<file path="config.mk">
export PLATFORM = sky130hd
export DESIGN_NAME = serial_adder
export DESIGN_NICKNAME = d
export VERILOG_FILES = /design/src/rtl/serial_adder.sv
export SDC_FILE = /design/constraint.sdc
export NUM_CORES = 1
export LEC_CHECK = 0
export CAP_MARGIN = 20
export CORE_AREA = 3 3 90 92
export CTS_CLUSTER_DIAMETER = 120
export DETAILED_ROUTE_END_ITERATION = 6
export DIE_AREA = 0 0 93 95
export PLACE_DENSITY_LB_ADDON = 0.15
export SYNTH_ARGS = -nofsm -noshare
export SYNTH_HDL_FRONTEND = slang
export SYNTH_SLANG_ARGS = --single-unit
</file>
<file path="constraint.sdc">
create_clock -name clk -period 2.8 [get_ports clk]
set_input_delay 0.7 -clock clk [delete_from_list [all_inputs] [get_ports clk]]
set_output_delay 0.7 -clock clk [all_outputs]
set_load 0.05 [all_outputs]
</file>
<file path="src/rtl/serial_adder.sv">
// Multi-cycle adder/subtractor: processes CHUNK bits per clock with a registered carry,
// start/busy/done handshake, and result/carry/overflow held in output registers.
module serial_adder #(
    parameter int WIDTH = 16,
    parameter int CHUNK = 1
) (
    input  logic             clk,
    input  logic             rst_n,
    input  logic             start,
    input  logic             sub,
    input  logic [WIDTH-1:0] a,
    input  logic [WIDTH-1:0] b,
    input  logic             cin,
    output logic             busy,
    output logic             done,
    output logic [WIDTH-1:0] sum,
    output logic             cout,
    output logic             ovf
);

    localparam int K  = WIDTH / CHUNK;
    localparam int CW = (K > 1) ? $clog2(K) : 1;

    typedef enum logic [1:0] {IDLE, RUN, DONE} state_t;

    state_t                 state;
    logic [WIDTH-1:0]       op_a;
    logic [WIDTH-1:0]       op_b;
    logic [WIDTH-1:0]       res;
    logic                   carry;
    logic [CW-1:0]          cnt;

    logic [CHUNK:0]         t;
    logic [WIDTH+CHUNK-1:0] res_wide;
    logic [WIDTH-1:0]       res_next;
    logic                   ovf_next;
    logic                   last;

    assign t        = {1'b0, op_a[CHUNK-1:0]} + {1'b0, op_b[CHUNK-1:0]} + {{CHUNK{1'b0}}, carry};
    // Shifting the concatenation keeps this valid when CHUNK equals WIDTH.
    assign res_wide = {t[CHUNK-1:0], res} >> CHUNK;
    assign res_next = res_wide[WIDTH-1:0];
    // Carry into the top bit recovered from a^b^sum, then XORed with carry out.
    assign ovf_next = op_a[CHUNK-1] ^ op_b[CHUNK-1] ^ t[CHUNK-1] ^ t[CHUNK];
    assign last     = (cnt == CW'(K - 1));

    always_ff @(posedge clk) begin
        if (!rst_n) begin
            state <= IDLE;
            busy  <= 1'b0;
            done  <= 1'b0;
            sum   <= '0;
            cout  <= 1'b0;
            ovf   <= 1'b0;
            op_a  <= '0;
            op_b  <= '0;
            res   <= '0;
            carry <= 1'b0;
            cnt   <= '0;
        end else begin
            case (state)
                IDLE, DONE: begin
                    done <= 1'b0;
                    if (start) begin
                        state <= RUN;
                        busy  <= 1'b1;
                        op_a  <= a;
                        op_b  <= sub ? ~b : b;
                        carry <= sub ? 1'b1 : cin;
                        cnt   <= '0;
                    end else begin
                        state <= IDLE;
                        busy  <= 1'b0;
                    end
                end
                RUN: begin
                    op_a  <= op_a >> CHUNK;
                    op_b  <= op_b >> CHUNK;
                    carry <= t[CHUNK];
                    res   <= res_next;
                    cnt   <= cnt + 1'b1;
                    if (last) begin
                        state <= DONE;
                        busy  <= 1'b0;
                        done  <= 1'b1;
                        sum   <= res_next;
                        cout  <= t[CHUNK];
                        ovf   <= ovf_next;
                    end
                end
                default: begin
                    state <= IDLE;
                    busy  <= 1'b0;
                    done  <= 1'b0;
                end
            endcase
        end
    end

endmodule

</file>
* Word-level counts from Yosys, hierarchy flattened
Cells that the tools add are included.
** Operators by class
- $add $sub $neg :: 3
- Eq/ne operators :: 5
- Mux-type cells :: 16
- Bitwise operators :: 4
- Reduce and logical (&&, ||, !) cells :: 6
** Operators by type and width (count)
- one-hot mux 16 bit (2 select lines) :: 2
- two-way mux 16 bit :: 3
- NOT 16 bit :: 1
- one-hot mux 4 bit (2 select lines) :: 1
- AND reduction 2 bit :: 3
- two-way mux 1 bit :: 5
- adder 4 x 1 -> 4 bit (second input constant) :: 1
- == test 4 bit (second input constant) :: 1
- two-way mux 4 bit :: 1
- != test 2 bit (second input constant) :: 2
- one-hot mux 1 bit (2 select lines) :: 2
- one-hot mux 2 bit (2 select lines) :: 1
- XOR 1 bit :: 3
- adder 1 x 1 -> 2 bit :: 1
- adder 2 x 1 -> 2 bit :: 1
- == test 2 x 1 -> 1 bit (second input constant) :: 1
- == test 2 bit (second input constant) :: 1
- logical NOT 2 bit :: 1
- two-way mux 2 bit :: 1
- nonzero test 2 bit :: 1
- OR reduction 2 bit :: 1
** Storage, ports and cells
- Register bits after elaboration :: 75
- Input bits :: 37
- Output and inout bits :: 20
- Word-level logic and storage cells :: 45

* Logic depth before layout (Yosys ltp)
- Word-level depth :: 4
- Gate-level depth with buffers :: 6
- Gate-level depth less buffers :: 5

* Least setup slack after synthesis
OpenSTA, ideal clock, no wires.
- Path kind :: in2reg
- Start point :: input port sub
- End point :: register op_b[0]
- Setup time :: 132 ps
- Arrival :: 1423 ps
- Required time :: 2668 ps
- Slack :: 1245 ps
- Cell stages on the path :: 5
- Path buffers :: 2
- Path through :: buf_2 -> buf_4 -> xor2_1 -> a22oi_1 -> a21oi_1
** On the way
- Cells in the longest elaborated chain, start to end :: 3
** Ends and longest elaborated chain
- start: declaration :: RTL line 10 : input logic sub,
- two-way mux 16 bit :: RTL line 68 : op_b <= sub ? ~b : b;
- two-way mux 16 bit :: RTL line 64 : if (start) begin
- one-hot mux 16 bit (2 select lines) :: RTL line 61 : case (state)
- end signal: assignment :: RTL line 68
- end signal: assignment :: RTL line 78 : op_b <= op_b >> CHUNK;
- end: declaration :: RTL line 28 : logic [WIDTH-1:0] op_b;
No other way between the ends. The select of a mux whose other input is x is not followed.
A chain may end at the register's enable or synchronous reset.

* Worst setup path in the final report
- Start point :: register busy
- End point :: output port busy
** RTL lines
- start: declaration :: RTL line 14 : output logic busy,
- start signal: assignment :: RTL line 50 : busy <= 1'b0;
- start signal: assignment :: RTL line 66 : busy <= 1'b1;
- start signal: assignment :: RTL line 73 : busy <= 1'b0;
No word-level cell between the ends.

==> flow_metrics.py <==
metrics = {
    "worst_setup_path": {
        "path_cells": "clkdlybuf4s50_1",
        "cp_top_family": "buffers and inverters",
        "slowest_stage": "clkdlybuf4s50_1",
        "setup.worst_path.class": "reg2out",
        "critical_path.max_stage_delay_ns": 0.82,
        "cp.required_ns": 2.10,
        "capturing_element_type_of_the_critical_path": "primary output",
        "cp.arrival_ns": 1.54,
        "setup.worst_path.start_class": "flop",
        "path_max_fanout": 2,
        "cp.buffers_inverters": 1,
    },
    "place": {
        "post_dp_cell_area_um2": 3491,
        "place_ws_ns": 0.5339,
        "finalWeightedCongestion": 0.7079,
        "place_inst": 448,
        "hpwl_um": 3950,
        "port-buffer-count": 56,
    },
    "floorplanning": {
        "chipWidth_um": 93,
        "num_rows": 31,
        "total_die_area_um2": 8835,
        "core-area_um2": 7292,
        "top_level_ports": 57,
        "die_height_um": 95,
        "start_util_pct": 39.76,
    },
    "clock_tree": {
        "cts_tree": "yes",
        "cts_made_buffers": 9,
        "clk_transition_reported_paths_ns": 0.07,
        "htree_depth": 3,
        "tritoncts_num_sinks": 74,
        "gates_resized_cts_repair": 0,
        "setup_buffers_after_cts": 0,
        "cts.hold.buffers_added": 0,
        "root_buffer": "clkbuf_8",
        "insertion_delay_ns": 0.35,
        "clockBufferDepth": 2,
    },
    "synthesis": {
        "synth-edff-count": 0,
        "synth_seq_area_share_pct": 51.10,
        "yosysWarningCount": 0,
        "syn_nets": 351,
        "synth_largest_area_cell": "dfxtp_1",
        "synth_top_area_share_pct": 51.10,
        "flop_and_latch_count_out_of_synthesis": 74,
        "ys_dominant_reg_cell": "dfxtp_1",
        "synth-async-reset-ratio_pct": 0,
        "synthesis.area_um2": 2899,
        "synth_area_per_cell_um2": 9.292,
        "yosys.cell_types.count": 31,
        "postSynthCellCount": 312,
        "ys_top_cells_by_area": "dfxtp_1, a21oi_1, a22oi_1",
    },
    "power": {
        "comb_power_share_pct": 10.9,
        "power_switching_share_pct": 23.07,
        "psw_uw": 545.6,
        "pwr_density_cell_nw_per_um2": 633.9,
        "leak_pwr_nw": 1.337,
        "irDropWorstVdd_v": 0.0003916,
        "seqPwrFrac_pct": 47.3,
        "power.internal_mw": 1.820,
        "power.total_mw": 2.365,
        "power_frac_clock_pct": 41.8,
    },
    "timing": {
        "minimum_period_implied_by_the_final_worst_setup_slack_ns": 2.243,
        "setup_viol": 0,
        "setup_total_negative_slack_ns": 0,
        "slew_headroom_pct": 60.02,
        "finalWorstSetupSlack_ns": 0.5574,
        "grt_setup_unrepaired": "false",
        "clock-skew-final_ns": 0.007237,
        "share_of_the_cycle_needed_by_the_critical_path_after_routing_pct": 80.09,
        "slew_violations": 0,
        "finalHoldWorstSlack_ns": 0.4542,
        "timing_worst_slew_pin_value_ns": 0.5977,
        "report.final.hold_viol_count": 0,
        "fmaxAchievable_mhz": 445.9,
    },
    "final_layout": {
        "num-nets-final": 399,
        "area_grow_syn2layout_pct": 28.70,
        "number_of_cells_in_the_finished_layout_apart_from_fillers": 463,
        "final_area_um2": 3731,
        "final_layout_size_suffix_gt1_share_pct": 8.242,
        "final_core_utilization_pct": 51.17,
        "antenna_cells": 0,
        "commonest_cells_after_routing_fill_and_taps_aside": "dfxtp_1, nand2_1, clkdlybuf4s50_1",
        "layout_commonest_cell": "dfxtp_1",
    },
    "global_routing": {
        "overflow": 0,
        "antenna_found_initial": 0,
        "global_route.usage.total_pct": 14.68,
        "pin_count_of_the_biggest_net_entering_global_routing": 37,
        "grt_pass1_wl_um": 10200,
        "number_of_global_route_vias_before_repair": 2220,
    },
    "route": {
        "wirelength_um": 6053,
        "drtPass1Iterations": 4,
        "detail_route.drc_violations": 0,
        "maxUsedRoutingLayer": "met4",
        "drt_iter0_drc": 107,
        "routed_wire_length_per_instance_um": 13.07,
        "route.layer.met1.wl_um": 2853,
        "wl_met3_um": 332,
        "vias_per_cell": 5.067,
        "routed-via-count": 2346,
        "drtAntennaViolNets": 0,
        "met2_wirelength_um": 2728,
    },
    "flow_run": {
        "maxCapViolCount": 0,
    },
    "hold_path": {
        "worstHoldPathType": "reg2reg",
    },
    "outcome": {
        "run_status": "finished clean",
    },
}
==> state kept, by name, summed over array words and instances (netlist names) <==
signal,cells
op_a,16
op_b,16
sum,16
res,15
cnt,4
state,2
busy,1
carry,1
cout,1
done,1
ovf,1
==> metal layers <==
metal  GRT usage, %  vias up
li1               -     1183
met1          17.59     1082
met2          24.12       68
met3          4.143       13
met4          7.448        0
met5              0        -
==> area by class of cell <==
type	count	area, um2
Clock buffer	10	137.6
Fill cell	711	3561
Tap cell	99	123.9
Sequential cell	74	1481
Multi-Input combinational cell	212	1276
Inverter	1	3.754
Timing Repair Buffer	62	605.6
Clock inverter	5	102.6
==> cell families (layout without fill, tap and decap cells) <==
group | after synthesis | in the layout | synth area share [%]
buffers and inverters | 26 | 78 | 5.222
AND/OR/NAND/NOR | 84 | 84 | 13.21
XOR/XNOR | 19 | 19 | 5.740
AO/OA/AOI/OAI | 107 | 107 | 23.61
flip-flops | 74 | 74 | 51.10
adder cells (fa/ha/maj) | 2 | 2 | 1.122
==> final timing paths <==
check             slack, ns  cells past startpoint       to      from
setup / recovery       0.56                      1     busy      busy
hold / removal         0.45                      2  op_b[8]   op_b[8]
hold reg to reg        0.45                      2  op_b[8]   op_b[8]
setup reg to reg       1.05                      4   sum[4]  state[1]
==> worst min-delay path, cell delays in order, from the launching register on <==
cell	delay (ns)
dfxtp_1	0.31
nand2_1	0.05
a21oi_1	0.05
==> power by group through the flow <==
stage | combinational, mW | sequential, mW | clock (mW)
CTS | 0.260 | 1.12 | 1.02
floorplan | 0.173 | 1.14 | 0
global route | 0.288 | 1.12 | 1.06
global placement | 0.256 | 1.14 | 0
finish | 0.257 | 1.12 | 0.990
detailed placement | 0.260 | 1.14 | 0
==> cell usage after synthesis, types with 4 or more instances <==
cell type	n
nor2_1	9
dfxtp_1	74
xor2_1	16
buf_4	4
a21oi_1	50
nand2_1	63
a22o_1	16
buf_2	13
a22oi_1	33
Power figures use the tool's default switching activity.
